File: src/rtl/ahb_cmd_manager_if.sv
// Bundle of command, response and AHB-Lite manager signals around ahb_cmd_manager.
// Latency: none; plain wires grouped for port convenience.
// Backpressure: carried by cmd_ready/rsp_ready and hready; the interface itself adds none.
interface ahb_cmd_manager_if #(
    parameter int AddressWidth = 32,
    parameter int DataWidth    = 32
);
    // command channel
    logic                    cmd_valid;
    logic                    cmd_ready;
    logic                    cmd_write;
    logic [AddressWidth-1:0] cmd_addr;
    logic [2:0]              cmd_size;
    logic [DataWidth-1:0]    cmd_wdata;

    // response channel
    logic                    rsp_valid;
    logic                    rsp_ready;
    logic [DataWidth-1:0]    rsp_rdata;
    logic                    rsp_error;

    // AHB-Lite manager side
    logic [AddressWidth-1:0] haddr;
    logic [1:0]              htrans;
    logic [2:0]              hsize;
    logic                    hwrite;
    logic [2:0]              hburst;
    logic [3:0]              hprot;
    logic [DataWidth-1:0]    hwdata;
    logic [DataWidth-1:0]    hrdata;
    logic                    hready;
    logic                    hresp;

    // view from the command manager itself
    modport master (
        input  cmd_valid, cmd_write, cmd_addr, cmd_size, cmd_wdata,
        output cmd_ready,
        output rsp_valid, rsp_rdata, rsp_error,
        input  rsp_ready,
        output haddr, htrans, hsize, hwrite, hburst, hprot, hwdata,
        input  hrdata, hready, hresp
    );

    // view from the command source / AHB subordinate environment
    modport slave (
        output cmd_valid, cmd_write, cmd_addr, cmd_size, cmd_wdata,
        input  cmd_ready,
        input  rsp_valid, rsp_rdata, rsp_error,
        output rsp_ready,
        input  haddr, htrans, hsize, hwrite, hburst, hprot, hwdata,
        output hrdata, hready, hresp
    );
endinterface

File: src/rtl/ahb_cmd_manager.sv
// Turns single commands into one AHB-Lite NONSEQ SINGLE transfer each and returns a response.
// Latency: accept at edge N, address phase N..N+1, data phase N+1..N+2, rsp_valid from N+2 plus wait states.
// Backpressure: cmd_ready only in IDLE; response held until rsp_ready; hready stretches both AHB phases.
// Optional macro AHB_CMD_MANAGER_STATS_EN adds saturating transfer/error counters.
module ahb_cmd_manager #(
    parameter int AddressWidth = 32,
    parameter int DataWidth    = 32
) (
    input  logic                hclk,
    input  logic                hresetn,
    ahb_cmd_manager_if.master   bus
`ifdef AHB_CMD_MANAGER_STATS_EN
    ,
    output logic [31:0]         stat_xfer_count,
    output logic [15:0]         stat_err_count
`endif
);

    typedef enum logic [1:0] {
        S_IDLE = 2'd0,
        S_ADDR = 2'd1,
        S_DATA = 2'd2,
        S_RESP = 2'd3
    } state_t;

    localparam logic [1:0] HTRANS_IDLE   = 2'b00;
    localparam logic [1:0] HTRANS_NONSEQ = 2'b10;
    // largest HSIZE that fits the data bus: word for 32-bit, doubleword for 64-bit
    localparam logic [2:0] MAX_SIZE      = (DataWidth == 64) ? 3'd3 : 3'd2;

    state_t                  r_state;
    logic                    r_cmd_ready;
    logic [1:0]              r_htrans;
    logic [AddressWidth-1:0] r_haddr;
    logic [2:0]              r_hsize;
    logic                    r_hwrite;
    logic [DataWidth-1:0]    r_hwdata;
    logic                    r_rsp_valid;
    logic [DataWidth-1:0]    r_rsp_rdata;
    logic                    r_rsp_error;

    logic                    w_cmd_fire;
    logic [2:0]              w_lane_mask;
    logic                    w_size_ok;
    logic                    w_misaligned;
    logic                    w_cmd_bad;

    assign w_cmd_fire = (r_state == S_IDLE) && r_cmd_ready && bus.cmd_valid;

    // low address bits that must be zero for the requested transfer size
    always_comb begin
        w_lane_mask = 3'b111;
        case (bus.cmd_size)
            3'd0:    w_lane_mask = 3'b000;
            3'd1:    w_lane_mask = 3'b001;
            3'd2:    w_lane_mask = 3'b011;
            3'd3:    w_lane_mask = 3'b111;
            default: w_lane_mask = 3'b111;
        endcase
    end

    // oversize transfers are rejected before alignment is even considered
    assign w_size_ok    = (bus.cmd_size <= MAX_SIZE);
    assign w_misaligned = |(bus.cmd_addr[2:0] & w_lane_mask);
    assign w_cmd_bad    = !w_size_ok || w_misaligned;

    // transfer sequencer: every bus-visible output is registered here
    always_ff @(posedge hclk or negedge hresetn) begin
        if (!hresetn) begin
            r_state     <= S_IDLE;
            r_cmd_ready <= 1'b0;
            r_htrans    <= HTRANS_IDLE;
            r_haddr     <= '0;
            r_hsize     <= 3'd0;
            r_hwrite    <= 1'b0;
            r_hwdata    <= '0;
            r_rsp_valid <= 1'b0;
            r_rsp_rdata <= '0;
            r_rsp_error <= 1'b0;
        end else begin
            case (r_state)
                S_IDLE: begin
                    if (w_cmd_fire) begin
                        r_cmd_ready <= 1'b0;
                        if (w_cmd_bad) begin
                            // illegal command never reaches the bus; answer with an error at once
                            r_rsp_valid <= 1'b1;
                            r_rsp_error <= 1'b1;
                            r_rsp_rdata <= '0;
                            r_state     <= S_RESP;
                        end else begin
                            r_htrans <= HTRANS_NONSEQ;
                            r_haddr  <= bus.cmd_addr;
                            r_hsize  <= bus.cmd_size;
                            r_hwrite <= bus.cmd_write;
                            if (bus.cmd_write) begin
                                r_hwdata <= bus.cmd_wdata;
                            end
                            r_state  <= S_ADDR;
                        end
                    end else begin
                        // first edge out of reset, or simply waiting for a command
                        r_cmd_ready <= 1'b1;
                    end
                end
                S_ADDR: begin
                    if (bus.hready) begin
                        r_htrans <= HTRANS_IDLE;
                        r_state  <= S_DATA;
                    end
                end
                S_DATA: begin
                    // hresp alone (first cycle of a two-cycle error) does not end the phase
                    if (bus.hready) begin
                        r_rsp_rdata <= r_hwrite ? '0 : bus.hrdata;
                        r_rsp_error <= bus.hresp;
                        r_rsp_valid <= 1'b1;
                        r_state     <= S_RESP;
                    end
                end
                S_RESP: begin
                    if (bus.rsp_ready) begin
                        r_rsp_valid <= 1'b0;
                        r_cmd_ready <= 1'b1;
                        r_state     <= S_IDLE;
                    end
                end
                default: begin
                    r_state <= S_IDLE;
                end
            endcase
        end
    end

    assign bus.cmd_ready = r_cmd_ready;
    assign bus.rsp_valid = r_rsp_valid;
    assign bus.rsp_rdata = r_rsp_rdata;
    assign bus.rsp_error = r_rsp_error;
    assign bus.haddr     = r_haddr;
    assign bus.htrans    = r_htrans;
    assign bus.hsize     = r_hsize;
    assign bus.hwrite    = r_hwrite;
    assign bus.hwdata    = r_hwdata;
    assign bus.hburst    = 3'b000;
    assign bus.hprot     = 4'b0011;

`ifdef AHB_CMD_MANAGER_STATS_EN
    logic        w_bad_fire;
    logic        w_resp_entry;
    logic        w_resp_err;
    logic [31:0] r_stat_xfer_count;
    logic [15:0] r_stat_err_count;

    assign w_bad_fire   = w_cmd_fire && w_cmd_bad;
    assign w_resp_entry = w_bad_fire || ((r_state == S_DATA) && bus.hready);
    assign w_resp_err   = w_bad_fire || ((r_state == S_DATA) && bus.hready && bus.hresp);

    // saturating counters, stepped on every entry into the response state
    always_ff @(posedge hclk or negedge hresetn) begin
        if (!hresetn) begin
            r_stat_xfer_count <= '0;
            r_stat_err_count  <= '0;
        end else begin
            if (w_resp_entry && (r_stat_xfer_count != '1)) begin
                r_stat_xfer_count <= r_stat_xfer_count + 32'd1;
            end
            if (w_resp_err && (r_stat_err_count != '1)) begin
                r_stat_err_count <= r_stat_err_count + 16'd1;
            end
        end
    end

    assign stat_xfer_count = r_stat_xfer_count;
    assign stat_err_count  = r_stat_err_count;
`endif

endmodule

File: src/flat_wrapper.sv
// flat-port wrapper written by rule: the top's interface ports become plain ports
module ahb_cmd_manager_flat 
#(
    parameter int AddressWidth = 32,
    parameter int DataWidth    = 32
)
  (hclk, hresetn, bus_cmd_valid, bus_cmd_write, bus_cmd_addr, bus_cmd_size, bus_cmd_wdata, bus_cmd_ready, bus_rsp_valid, bus_rsp_rdata, bus_rsp_error, bus_rsp_ready, bus_haddr, bus_htrans, bus_hsize, bus_hwrite, bus_hburst, bus_hprot, bus_hwdata, bus_hrdata, bus_hready, bus_hresp);
  ahb_cmd_manager_if #(.AddressWidth(AddressWidth), .DataWidth(DataWidth)) bus_i ();
  input  logic hclk;
  input  logic hresetn;
  input wire logic [$bits(bus_i.cmd_valid)-1:0] bus_cmd_valid;
  input wire logic [$bits(bus_i.cmd_write)-1:0] bus_cmd_write;
  input wire logic [$bits(bus_i.cmd_addr)-1:0] bus_cmd_addr;
  input wire logic [$bits(bus_i.cmd_size)-1:0] bus_cmd_size;
  input wire logic [$bits(bus_i.cmd_wdata)-1:0] bus_cmd_wdata;
  output wire logic [$bits(bus_i.cmd_ready)-1:0] bus_cmd_ready;
  output wire logic [$bits(bus_i.rsp_valid)-1:0] bus_rsp_valid;
  output wire logic [$bits(bus_i.rsp_rdata)-1:0] bus_rsp_rdata;
  output wire logic [$bits(bus_i.rsp_error)-1:0] bus_rsp_error;
  input wire logic [$bits(bus_i.rsp_ready)-1:0] bus_rsp_ready;
  output wire logic [$bits(bus_i.haddr)-1:0] bus_haddr;
  output wire logic [$bits(bus_i.htrans)-1:0] bus_htrans;
  output wire logic [$bits(bus_i.hsize)-1:0] bus_hsize;
  output wire logic [$bits(bus_i.hwrite)-1:0] bus_hwrite;
  output wire logic [$bits(bus_i.hburst)-1:0] bus_hburst;
  output wire logic [$bits(bus_i.hprot)-1:0] bus_hprot;
  output wire logic [$bits(bus_i.hwdata)-1:0] bus_hwdata;
  input wire logic [$bits(bus_i.hrdata)-1:0] bus_hrdata;
  input wire logic [$bits(bus_i.hready)-1:0] bus_hready;
  input wire logic [$bits(bus_i.hresp)-1:0] bus_hresp;
  assign bus_i.cmd_valid = bus_cmd_valid;
  assign bus_i.cmd_write = bus_cmd_write;
  assign bus_i.cmd_addr = bus_cmd_addr;
  assign bus_i.cmd_size = bus_cmd_size;
  assign bus_i.cmd_wdata = bus_cmd_wdata;
  assign bus_cmd_ready = bus_i.cmd_ready;
  assign bus_rsp_valid = bus_i.rsp_valid;
  assign bus_rsp_rdata = bus_i.rsp_rdata;
  assign bus_rsp_error = bus_i.rsp_error;
  assign bus_i.rsp_ready = bus_rsp_ready;
  assign bus_haddr = bus_i.haddr;
  assign bus_htrans = bus_i.htrans;
  assign bus_hsize = bus_i.hsize;
  assign bus_hwrite = bus_i.hwrite;
  assign bus_hburst = bus_i.hburst;
  assign bus_hprot = bus_i.hprot;
  assign bus_hwdata = bus_i.hwdata;
  assign bus_i.hrdata = bus_hrdata;
  assign bus_i.hready = bus_hready;
  assign bus_i.hresp = bus_hresp;
  ahb_cmd_manager #(.AddressWidth(AddressWidth), .DataWidth(DataWidth)) u_core (.hclk(hclk), .hresetn(hresetn), .bus(bus_i));
endmodule
File: config.mk
export PLATFORM = sky130hd
export DESIGN_NAME = ahb_cmd_manager_flat
export DESIGN_NICKNAME = d
export VERILOG_FILES = /design/src/rtl/ahb_cmd_manager_if.sv /design/src/rtl/ahb_cmd_manager.sv /design/src/flat_wrapper.sv
export SDC_FILE = /design/constraint.sdc
export NUM_CORES = 1
export LEC_CHECK = 0
export BUFFER_PORTS_ARGS = -buffer_cell sky130_fd_sc_hd__clkbuf_2
export CORE_MARGIN = 2
export CORE_UTILIZATION = 50
export CTS_CLUSTER_SIZE = 16
export DETAILED_ROUTE_END_ITERATION = 7
export PLACE_DENSITY_LB_ADDON = 0.3
export SLEW_MARGIN = 25
export SYNTH_ARGS = -nofsm -noshare
export SYNTH_HDL_FRONTEND = slang
export SYNTH_SLANG_ARGS = --single-unit
File: constraint.sdc
create_clock -name hclk -period 3.6 [get_ports hclk]
set_input_delay 0.9 -clock hclk [delete_from_list [all_inputs] [get_ports hclk]]
set_output_delay 0.9 -clock hclk [all_outputs]
set_load 0.005 [all_outputs]
==> results.ini <==
[floorplan]
die_area_mm2 = 0.00975
fp-row-count = 34
die_h_um = 98.8
initial_core_util = 0.515
die_w_um = 98.8
design.portCount = 218
core_mm2 = 0.00872

[clock_network]
clock_sinks = 106
cts_hold_buffers = 0
cts_resized = 0
htreeDepth = 3
cts-root-buf = clkbuf_8
postCtsSetupBuffers = 0
cts_tree = done
clk_latency_ps = 350
clk_pin_slew_ps = 100
cts_buffer_depth = 2
cts_buffers = 9

[global_routing]
grt_pass1_vias = 3389
overflow = 0
track_usage = 0.199
grt_pass1_wl_um = 15700
grt_max_degree = 62
antenna_found_initial = 0

[routing]
wl_per_cell_um = 14.5
post_drt_via_cell_ratio = 4.78
drt-initial-drc-count = 59
drtPass1Iterations = 4
totalWireLength_um = 9500
route.detailed.drc = 0
antenna_left = 0
vias = 3129

[final_layout]
multi_input_area_mm2 = 0.00160
regArea_mm2 = 0.00265
nFillCells = 688
layout-drive-gt1-share = 0.556
area_delta_synth_final_pct = 30.8
antenna_cells = 0
final_nets = 652
fin_util = 0.673

[worst_setup_path]
cp_cell_sequence = clkbuf_2 -> nor3_1 -> o21ai_0 -> nand3_2 -> buf_12 -> mux2i_1
cp.arrival_ps = 2620
critPathKind = input pin to flop
path_max_fanout = 18
end_kind = flop
slowest_stage = nand3_2
critPathMaxStageDelay_ps = 460
worst_setup_path_start_kind = input pin
crit_required_ps = 3870

[run]
maxCapViolations = 0

[synthesis]
ys_ff_latch = 106
synth_cell_types = 27
ys_warn_count = 0
syn-cell-area_mm2 = 0.00449
synth_cells = 334
synth_top_area_frac = 0.591
yosysSeqAreaShare = 0.591
syn_area_per_cell_um2 = 13.4
synth_area_leaders = dfrtp_1, mux2_2, mux2_4
synth_top_area_cell = dfrtp_1

[worst_hold_path]
holdCritPathClass = flop to flop

[timing]
finalCritPeriodShare = 0.655
grt_setup_unrepaired = false
min_period_ps = 2360
finalClockSkew_ps = 16.1
setup_viol = 0
slew_headroom = 0.474
fmaxAchievable_ghz = 0.424
slew_violations = 0
hold-worst-slack_ps = 506
fin_setup_tns_ps = 0
hold_viol_final = 0
tightest_slew_ps = 790

[place]
portBuffers = 209
hpwlAfterDp_um = 7150
place_congestion = 0.762

[power]
ir_worst_vdd_mv = 0.376
finalPower_mw = 4.61
powerDensity_mw_per_mm2 = 786
p_leak_nw = 3.41

[outcome]
status = finished clean

-- logic make-up (layout without fill, tap and decap cells) --
logic type                 count (synthesis)  count (layout)  synth area share
buffers and inverters                     60             267            0.0641
other                                      2               8           0.00167
adders and majority gates                  4               4            0.0111
and+or+nand+nor                           50              50            0.0479
muxes                                    101             101             0.268
AOI/OAI and AO/OA                         11              11            0.0159
DFF                                      106             106             0.591
-- report_power, final --
part | internal (mW) | leakage (nW) | switching [mW]
registers | 1.69 | 1.39 | 0.284
logic | 1.04 | 1.91 | 0.790
clock network | 0.399 | 0.112 | 0.411
-- Yosys cell counts --
cell	n
dfrtp_1	106
mux2_2	39
inv_1	37
nand2_1	37
mux2i_1	33
mux2_4	29
buf_2	8
buf_4	8
o21ai_0	5
clkbuf_1	4
ha_1	4
nand3_1	4
buf_6	3
a21oi_1	2
conb_1	2
nor2b_1	2
and2_1	1
and2b_1	1
nand2b_1	1
nand4_1	1
nor3_1	1
o2111ai_1	1
o211ai_1	1
o221a_2	1
o2bb2ai_1	1
or2_1	1
or2_2	1
-- registers in the layout (all words and copies together), names as in the netlist --
name                  count
u_core.bus.haddr         32
u_core.bus.hwdata        32
u_core.bus.rsp_rdata     32
u_core.bus.hsize          3
u_core.r_state            2
u_core.bus.cmd_ready      1
u_core.bus.htrans         1
u_core.bus.hwrite         1
u_core.bus.rsp_error      1
u_core.bus.rsp_valid      1
-- placed cells by master (no fill, tap or decap), drive strengths merged, types with 4 or more instances in the layout --
master	count
inv	39
clkbuf	217
ha	4
mux2i	33
conb	8
dfrtp	106
nand2	37
buf	6
mux2	68
nand3	4
o21ai	5
-- critical path, delay by kind of cell --
family          cells  cell delay, ps
simple gates        2             860
compound gates      1             290
buf+inv             2             350
mux                 1             210
-- metrics by stage --
stage                     cells  instance area, µm²  setup WS, ps
after global routing        655                5870          1040
after floorplan             340                4510          1400
after global placement      638                5630           809
after detailed placement    638                5630           771
final                       655                5870          1240
after CTS                   654                5850          1090
-- worst paths after layout --
path                                            startpoint                                    to  slack (ps)  cells past startpoint
setup / recovery                           bus_cmd_size[0]   u_core.bus.rsp_rdata[9]$_DFFE_PN0P_        1240                      6
hold / removal             u_core.bus.hsize[2]$_DFFE_PN0P_       u_core.bus.hsize[2]$_DFFE_PN0P_         510                      1
setup reg to reg             u_core.r_state[0]$_DFFE_PN0P_   u_core.bus.rsp_rdata[9]$_DFFE_PN0P_        1250                      7
hold reg to reg            u_core.bus.hsize[2]$_DFFE_PN0P_       u_core.bus.hsize[2]$_DFFE_PN0P_         510                      1
max in group asynchronous                          hresetn  u_core.bus.rsp_rdata[31]$_DFFE_PN0P_        2270                      2
min in group asynchronous                          hresetn   u_core.bus.rsp_rdata[3]$_DFFE_PN0P_         600                      1
-- per-layer routing --
layer,up-vias,track usage,part of all wire
li1,1488,-,-
met1,1495,0.257,0.42
met2,133,0.328,0.49
met3,13,0.0603,0.079
met4,0,0.0548,0.013
met5,-,0,0
-- final cells by class --
| class | instances | share of cell area |
|---|---|---|
| Clock buffer | 9 | 0.0211 |
| Clock inverter | 7 | 0.0173 |
| Inverter | 37 | 0.0237 |
| Multi-Input combinational cell | 174 | 0.272 |
| Sequential cell | 106 | 0.452 |
| Tap cell | 108 | 0.0230 |
| Timing Repair Buffer | 214 | 0.191 |
(Power assumes the default switching activity.)
